`src/rtl/alarm_ctrl_if.sv`:
```
// rtl/alarm_ctrl_if.sv - alarm unit control/status bundle
interface alarm_ctrl_if;
  logic        Tick;
  logic [23:0] TimeIn;
  logic [15:0] AlarmIn;
  logic        SetAlarm;
  logic        Arm;
  logic        Snooze;
  logic        Stop;
  logic [15:0] AlarmQ;
  logic        Ring;
  logic        Blink;
  logic        Snoozing;
  logic        BadSet;

  modport master (
    output Tick, TimeIn, AlarmIn, SetAlarm, Arm, Snooze, Stop,
    input  AlarmQ, Ring, Blink, Snoozing, BadSet
  );

  modport slave (
    input  Tick, TimeIn, AlarmIn, SetAlarm, Arm, Snooze, Stop,
    output AlarmQ, Ring, Blink, Snoozing, BadSet
  );
endinterface

```
`src/rtl/alarm_ctrl.sv`:
```
// rtl/alarm_ctrl.sv - BCD alarm time store, minute match and ring/snooze FSM
module alarm_ctrl #(
  parameter int SNOOZE_SEC = 300,
  parameter int RING_MAX   = 60,
  parameter int CW         = 9
) (
  input  logic       Clock,
  input  logic       Resetn,
  alarm_ctrl_if.slave bus
);

  typedef enum logic [1:0] {IDLE, ARMED, RINGING, SNOOZE} state_t;

  localparam logic [CW-1:0] RING_LAST = CW'(RING_MAX - 1);
  localparam logic [CW-1:0] SNZ_LAST  = CW'(SNOOZE_SEC - 1);

  state_t        state;
  logic [15:0]   alarm_q;
  logic          bad_set_q;
  logic          blink_q;
  logic          match;
  logic          match_q;
  logic          rise;
  logic          set_valid;
  logic [CW-1:0] ring_cnt;
  logic [CW-1:0] snz_cnt;
  logic [3:0]    a_h1, a_h0, a_m1, a_m0;

  assign {a_h1, a_h0, a_m1, a_m0} = bus.AlarmIn;

  // A new alarm time is accepted only as a legal 00:00..23:59 BCD value
  always_comb begin
    set_valid = (a_h0 <= 4'd9) && (a_m0 <= 4'd9) && (a_m1 <= 4'd5) &&
                ((a_h1 <= 4'd1) || ((a_h1 == 4'd2) && (a_h0 <= 4'd3)));
  end

  // Minute-entry detect: only the first cycle of HH:MM:00 counts as a rise
  always_comb begin
    match = (bus.TimeIn[23:8] == alarm_q) && (bus.TimeIn[7:0] == 8'h00);
    rise  = match && !match_q;
  end

  // Alarm register load and invalid-set flag, independent of the FSM
  always_ff @(posedge Clock) begin
    if (!Resetn) begin
      alarm_q   <= 16'h0000;
      bad_set_q <= 1'b0;
    end else begin
      bad_set_q <= bus.SetAlarm && !set_valid;
      if (bus.SetAlarm && set_valid)
        alarm_q <= bus.AlarmIn;
    end
  end

  // Previous-cycle match for edge detection
  always_ff @(posedge Clock) begin
    if (!Resetn) match_q <= 1'b0;
    else         match_q <= match;
  end

  // Ring/snooze state machine with Tick-driven counters and blink toggle
  always_ff @(posedge Clock) begin
    if (!Resetn) begin
      state    <= IDLE;
      ring_cnt <= '0;
      snz_cnt  <= '0;
      blink_q  <= 1'b0;
    end else if (!bus.Arm) begin
      state   <= IDLE;
      blink_q <= 1'b0;
    end else begin
      case (state)
        IDLE: begin
          state   <= ARMED;
          blink_q <= 1'b0;
        end
        ARMED: begin
          blink_q <= 1'b0;
          if (rise) begin
            state    <= RINGING;
            ring_cnt <= '0;
          end
        end
        RINGING: begin
          if (bus.Stop) begin
            state   <= ARMED;
            blink_q <= 1'b0;
          end else if (bus.Snooze) begin
            state   <= SNOOZE;
            snz_cnt <= '0;
            blink_q <= 1'b0;
          end else if (bus.Tick) begin
            if (ring_cnt == RING_LAST) begin
              state   <= ARMED;
              blink_q <= 1'b0;
            end else begin
              ring_cnt <= ring_cnt + 1'b1;
              blink_q  <= !blink_q;
            end
          end
        end
        SNOOZE: begin
          blink_q <= 1'b0;
          if (bus.Stop) begin
            state <= ARMED;
          end else if (bus.Tick) begin
            if (snz_cnt == SNZ_LAST) begin
              state    <= RINGING;
              ring_cnt <= '0;
            end else begin
              snz_cnt <= snz_cnt + 1'b1;
            end
          end
        end
        default: begin
          state   <= IDLE;
          blink_q <= 1'b0;
        end
      endcase
    end
  end

  assign bus.AlarmQ   = alarm_q;
  assign bus.BadSet   = bad_set_q;
  assign bus.Blink    = blink_q;
  assign bus.Ring     = (state == RINGING);
  assign bus.Snoozing = (state == SNOOZE);

endmodule
```
`src/flat_wrapper.sv`:
```
// flat-port wrapper written by rule: the top's interface ports become plain ports
module alarm_ctrl_flat 
#(
  parameter int SNOOZE_SEC = 300,
  parameter int RING_MAX   = 60,
  parameter int CW         = 9
)
  (Clock, Resetn, bus_Tick, bus_TimeIn, bus_AlarmIn, bus_SetAlarm, bus_Arm, bus_Snooze, bus_Stop, bus_AlarmQ, bus_Ring, bus_Blink, bus_Snoozing, bus_BadSet);
  alarm_ctrl_if bus_i ();
  input  logic Clock;
  input  logic Resetn;
  input wire logic [$bits(bus_i.Tick)-1:0] bus_Tick;
  input wire logic [$bits(bus_i.TimeIn)-1:0] bus_TimeIn;
  input wire logic [$bits(bus_i.AlarmIn)-1:0] bus_AlarmIn;
  input wire logic [$bits(bus_i.SetAlarm)-1:0] bus_SetAlarm;
  input wire logic [$bits(bus_i.Arm)-1:0] bus_Arm;
  input wire logic [$bits(bus_i.Snooze)-1:0] bus_Snooze;
  input wire logic [$bits(bus_i.Stop)-1:0] bus_Stop;
  output wire logic [$bits(bus_i.AlarmQ)-1:0] bus_AlarmQ;
  output wire logic [$bits(bus_i.Ring)-1:0] bus_Ring;
  output wire logic [$bits(bus_i.Blink)-1:0] bus_Blink;
  output wire logic [$bits(bus_i.Snoozing)-1:0] bus_Snoozing;
  output wire logic [$bits(bus_i.BadSet)-1:0] bus_BadSet;
  assign bus_i.Tick = bus_Tick;
  assign bus_i.TimeIn = bus_TimeIn;
  assign bus_i.AlarmIn = bus_AlarmIn;
  assign bus_i.SetAlarm = bus_SetAlarm;
  assign bus_i.Arm = bus_Arm;
  assign bus_i.Snooze = bus_Snooze;
  assign bus_i.Stop = bus_Stop;
  assign bus_AlarmQ = bus_i.AlarmQ;
  assign bus_Ring = bus_i.Ring;
  assign bus_Blink = bus_i.Blink;
  assign bus_Snoozing = bus_i.Snoozing;
  assign bus_BadSet = bus_i.BadSet;
  alarm_ctrl #(.SNOOZE_SEC(SNOOZE_SEC), .RING_MAX(RING_MAX), .CW(CW)) u_core (.Clock(Clock), .Resetn(Resetn), .bus(bus_i));
endmodule
```
`config.mk`:
```
export PLATFORM = sky130hd
export DESIGN_NAME = alarm_ctrl_flat
export DESIGN_NICKNAME = d
export VERILOG_FILES = /design/src/rtl/alarm_ctrl_if.sv /design/src/rtl/alarm_ctrl.sv /design/src/flat_wrapper.sv
export SDC_FILE = /design/constraint.sdc
export NUM_CORES = 1
export LEC_CHECK = 0
export CORE_MARGIN = 3
export CORE_UTILIZATION = 31
export DETAILED_ROUTE_END_ITERATION = 8
export PLACE_DENSITY_LB_ADDON = 0.1
export SLEW_MARGIN = 20
export SYNTH_ARGS = -nofsm -noshare
export SYNTH_HDL_FRONTEND = slang
export SYNTH_SLANG_ARGS = --single-unit
export TNS_END_PERCENT = 5
```
`constraint.sdc`:
```
create_clock -name Clock -period 1.9 [get_ports Clock]
set_input_delay 0.285 -clock Clock [delete_from_list [all_inputs] [get_ports Clock]]
set_output_delay 0.285 -clock Clock [all_outputs]
set_load 0.03 [all_outputs]
```
-- Yosys cells after proc, flatten, opt, wreduce, memory -nomap -nowiden
Cells that the tools add are included.
- register bits after elaboration: 39
- add/subtract/negate cells: 2
- order comparisons: 5
- equality and inequality tests: 21
- multiplexer cells: 29
- reduce and logical (&&, ||, !) cells: 21
- operators by type and width (cell ; number):
    $mux 9 ; 13
    $pmux 9 s3 ; 1
    $add 9x1->9 const B ; 2
    $pmux 9 s2 ; 1
    $eq 16x16->1 ; 1
    $mux 2 ; 8
    $ne 2x2->1 const B ; 8
    $reduce_and 10->1 ; 1
    $eq 9x6->1 const B ; 1
    $eq 9x9->1 const B ; 1
    $le 4x4->1 const B ; 2
    $logic_and 1x1->1 ; 8
    $logic_not 8->1 ; 1
    $pmux 2 s4 ; 1
    $reduce_and 7->1 ; 1
    $reduce_and 5->1 ; 1
    $eq 2x2->1 const B ; 2
    $eq 4x2->1 const B ; 1
    $le 4x1->1 const B ; 1
    $le 4x2->1 const B ; 1
    $le 4x3->1 const B ; 1
    $mux 1 ; 4
    $ne 2x1->1 const B ; 2
    $ne 4x3->1 const B ; 1
    other kinds (12) ; 14

-- Depth between registers and ports, before layout
Gate-level depths: netlist (run 1).
- depth after elaboration: 6
- depth in mapped cells: 7
- gate-level depth less buffers: 6

-- Worst setup path before layout (run 1)
OpenSTA, ideal clock, no wires.
- path type: register to register
- from: register u_core.alarm_q[3] (netlist: u_core.bus.AlarmQ[3])
- to: register u_core.ring_cnt[2]
- arrival time: 1.718 ns
- data required time: 1.743 ns
- slack: 0.025 ns
- stages on the path, launching flop included: 6
- path buffers: 0
- cells stage by stage: dfxtp_1 xor2_1 nor4_1 nand3_1 o311ai_2 a41oi_1
- longest elaborated chain between the ends: 5
- ends and longest elaborated chain (what ; line ; text):
    from (decl) ; alarm_ctrl.sv:18 ; logic [15:0] alarm_q;
    from (signal assigned) ; alarm_ctrl.sv:51 ; alarm_q <= bus.AlarmIn;
    $eq 16x16->1 ; alarm_ctrl.sv:39 ; match = (bus.TimeIn[23:8] == alarm_q) && (bus.TimeIn[7:0] == 8'h00);
    $logic_and 1x1->1 ; alarm_ctrl.sv:39 ;
    $logic_and 1x1->1 ; alarm_ctrl.sv:40 ; rise = match && !match_q;
    $ne 2x1->1 (no line) ; n/a ;
    $reduce_and 10->1 (no line) ; n/a ;
    to (signal assigned) ; alarm_ctrl.sv:97 ; ring_cnt <= ring_cnt + 1'b1;
    to (decl) ; alarm_ctrl.sv:25 ; logic [CW-1:0] ring_cnt;
Every way passes these cells.
A chain may end at the register's enable or synchronous reset.

-- Worst setup path after layout (run 1)
- from: input bus_TimeIn[0]
- to: register u_core.ring_cnt[2]
- longest elaborated chain between the ends: 5
- ends and longest elaborated chain (what ; line ; text):
    from (decl) ; flat_wrapper.sv:13 ; input wire logic [$bits(bus_i.TimeIn)-1:0] bus_TimeIn;
    $logic_not 8->1 ; alarm_ctrl.sv:39 ;
    $logic_and 1x1->1 ; alarm_ctrl.sv:39 ;
    $logic_and 1x1->1 ; alarm_ctrl.sv:40 ;
    $ne 2x1->1 (no line) ; n/a ;
    $reduce_and 10->1 (no line) ; n/a ;
Every way passes these cells.

==> run_results.csv, run 1 <==
group,metric,value,unit
cts,path_clk_slew,0.07,ns
power,peakVddDrop,0.2946,mV
yosys,yosys_most_used_dff,"dfxtp_1",
yosys,ys_ff_latch,39,
min_path,holdCritPathClass,"register to register",
yosys,synth_edf_count,0,
sta,hold_viol_final,0,
worst_setup_path,critPathCaptureType,"register",
power,seq_power_share,0.495,
floorplan,io_pins,67,
placement,place.gp.congestion,0.7810,
floorplan,core_area,6061,µm²
floorplan,die_h,86.09,µm
sta,timing.final.crit_share,0.9769,
sta,setup_viol,0,
cells_and_area,utilization,0.5142,
grt,grt_pass1_vias,1874,
yosys,synth_area,1988,µm²
yosys,synth_largest_area_cell,"dfxtp_1",
cts,cts_hold_buf,0,
sta,rsz0062_at_grt,"true",
grt,grt_overflow_total,0,
drt,vias_per_cell,5.038,
yosys,synthArstFlopShare,0,
sta,max_freq,0.5388,GHz
run,maxCapViolCount,0,
cells_and_area,num-nets-final,372,
cts,cts.path.max_buffers,2,
outcome,status,"finished clean",
drt,drtIter0Drc,64,
power,power_density,534.9,nW/µm²
yosys,synth.distinct_cells,45,
cts,htreeDepth,2,
power,cell_internal_pwr,1.285,mW
power,finalPower,1.667,mW
drt,wirelength,5459,µm
power,comb_power_share,0.127,
drt,wl_met2,2372,µm
sta,slew_headroom,0.5753,
yosys,synthMostInstantiatedCell,"dfxtp_1",
cells_and_area,antenna_cells,0,
sta,drv_slew,0,
cts,clock_sinks,39,
sta,whs,0.4950,ns
sta,tightest_slew,0.6358,ns
cts,clk_latency,0.29,ns
yosys,ys_top_cells_by_area,"dfxtp_1, mux2i_1, xor2_1",
cells_and_area,area_growth,56.77,%
yosys,synth_cells,229,
worst_setup_path,cp.required,2.07,ns
placement,dp_hpwl,3971,µm
drt,ant_nets,0,
cts,cts_buffers,5,
floorplan,dieArea,7411,µm²
worst_setup_path,crit_type,"input pin to register",
yosys,yosys_warnings,0,
yosys,yosysSeqAreaShare,0.3927,
cells_and_area,stdcell_area,3117,µm²
drt,routed-wl-met3,448,µm
drt,highest-signal-layer,"met4",
grt,grt_first_pass_wirelength,8618,µm
drt,route.detailed.drc,0,
placement,placed_cell_area,2924,µm²
floorplan,start_util,0.3280,
worst_setup_path,cp_data_arrival_time,2.03,ns
drt,met1Wirelength,2574,µm
yosys,synthesis.nets,278,
power,p_leak,1.176,nW
sta,tns,0,ns
drt,routedWlPerCell,13.68,µm
cts,cts_root_buffer,"clkbuf_8",
yosys,synth_top_area_frac,0.3927,
sta,fin_crit,1.856,ns
floorplan,fp-row-count,28,
yosys,synthTopCellsByCount,"dfxtp_1, nor2_1, nand2_1",
grt,antenna_found_initial,0,
drt,num_vias,2010,
grt,gr-usage-all-layers,0.1452,
grt,grt_max_degree,21,
cts,cts_tree,"built",
worst_setup_path,regToRegSetupSlack,0.06,ns
drt,drtPass1Iterations,4,
power,switchingPower,382.2,µW
power,clkPwrFrac,0.377,
cells_and_area,drive_gt1_frac,0.1790,
placement,io_buffers,66,
yosys,avgSynthCellArea,8.682,µm²
worst_setup_path,crit_fanout,5,
power,p_sw_frac,0.2292,
sta,clock_skew,0.004319,ns
worst_setup_path,critPathLaunchType,"input pin",
floorplan,die_x,86.09,µm
[critical path: stages]
cell and delay, ns:
clkdlybuf4s50_1 0.42, nor4_2 0.28, o221a_2 0.22, nand4_1 0.14, o311ai_2 0.34, buf_4 0.23
a41oi_2 0.12
[flip-flops by register name (all words and copies together), names as in the netlist]
| signal | count |
|---|---|
| u_core.bus.Blink | 1 |
| u_core.snz_cnt | 9 |
| u_core.state | 2 |
| u_core.bus.AlarmQ | 16 |
| u_core.ring_cnt | 9 |
| u_core.bus.BadSet | 1 |
| u_core.match_q | 1 |
[layer usage]
metal	GRT usage	vias to the layer above
met5	0	-
met2	0.2235	72
met1	0.1924	918
met4	0.04604	0
met3	0.04611	6
li1	-	1014
[layout make-up]
cell class	instances	area [µm²]
clock buffer	8	100.1
fill	597	2944
inverter	9	33.78
multi-input combinational	173	1197
sequential	39	782.0
tap	75	93.84
timing repair buffer	95	909.6
[power groups by stage]
stage          combinational, mW  sequential, mW  clock, mW
3_3_place_gp               0.207           0.845          0
4_1_cts                    0.208           0.825      0.646
2_1_floorplan             0.0544           0.848          0
5_1_grt                    0.229           0.826      0.678
6_report                   0.213           0.826      0.629
3_5_place_dp               0.207           0.845          0
[logic make-up (layout without fill, tap and decap cells)]
group | count (synthesis) | count (layout) | share of synthesized area
and+or+nand+nor | 99 | 99 | 0.2511
xor gates and xnor gates | 20 | 20 | 0.08811
AOI/OAI and AO/OA | 37 | 37 | 0.1403
muxes | 15 | 15 | 0.07615
buffers and inverters | 17 | 112 | 0.03902
DFF | 39 | 39 | 0.3927
adders and majority gates | 2 | 2 | 0.01258
[repair_timing]
item | in CTS | in global routing
endpoints found under the hold margin | 0 | 0
pin swaps | 0 | 7
buffers inserted | 0 | 1
gates resized for setup | 1 | 17
cloned | 0 | 1
setup endpoints to repair | 1 | 11
[cells in the final DEF, fill, tap and decap left out, drive strengths merged, types with 2 or more instances in the layout]
| cell type | instances |
|---|---|
| clkdlybuf4s50 | 60 |
| dfxtp | 39 |
| nor2 | 32 |
| buf | 30 |
| nand2 | 21 |
| xor2 | 14 |
| mux2i | 14 |
| o21ai | 13 |
| nor4 | 11 |
| inv | 9 |
| clkbuf | 8 |
| nand4 | 7 |
| nor3 | 7 |
| a41oi | 7 |
| xnor2 | 6 |
| a21oi | 5 |
| and3 | 5 |
| dlymetal6s2s | 4 |
| and2 | 3 |
| nor3b | 3 |
| nand3 | 3 |
| nor4b | 2 |
| ha | 2 |
| o221a | 2 |
[through the flow]
step / instances / worst slack [ns]
final: 399 / 0.04395
after global placement: 389 / -0.2737
after floorplan: 229 / 0.02499
after global routing: 399 / -0.09359
after detailed placement: 389 / -0.2726
after CTS: 397 / 0.02982
[final timing paths]
check,startpoint,end,depth (start not counted)
worst max-delay path,bus_TimeIn[0],u_core.ring_cnt[2],7
worst min-delay path,u_core.ring_cnt[8],u_core.ring_cnt[8],1
worst max register to register,u_core.ring_cnt[2],u_core.ring_cnt[1],6
worst min register to register,u_core.ring_cnt[8],u_core.ring_cnt[8],1
No activity file was read; power rests on OpenSTA's default activity.
==> run 2: changes to the inputs <==
--- a/config.mk
+++ b/config.mk
@@ -8,8 +8,8 @@
 export CORE_MARGIN = 3
 export CORE_UTILIZATION = 31
 export DETAILED_ROUTE_END_ITERATION = 8
+export GPL_ROUTABILITY_DRIVEN = 0
 export PLACE_DENSITY_LB_ADDON = 0.1
-export SLEW_MARGIN = 20
 export SYNTH_ARGS = -nofsm -noshare
 export SYNTH_HDL_FRONTEND = slang
 export SYNTH_SLANG_ARGS = --single-unit
==> results of run 2 <==
Final layout, timing and power as in run 1 (identical DEF).
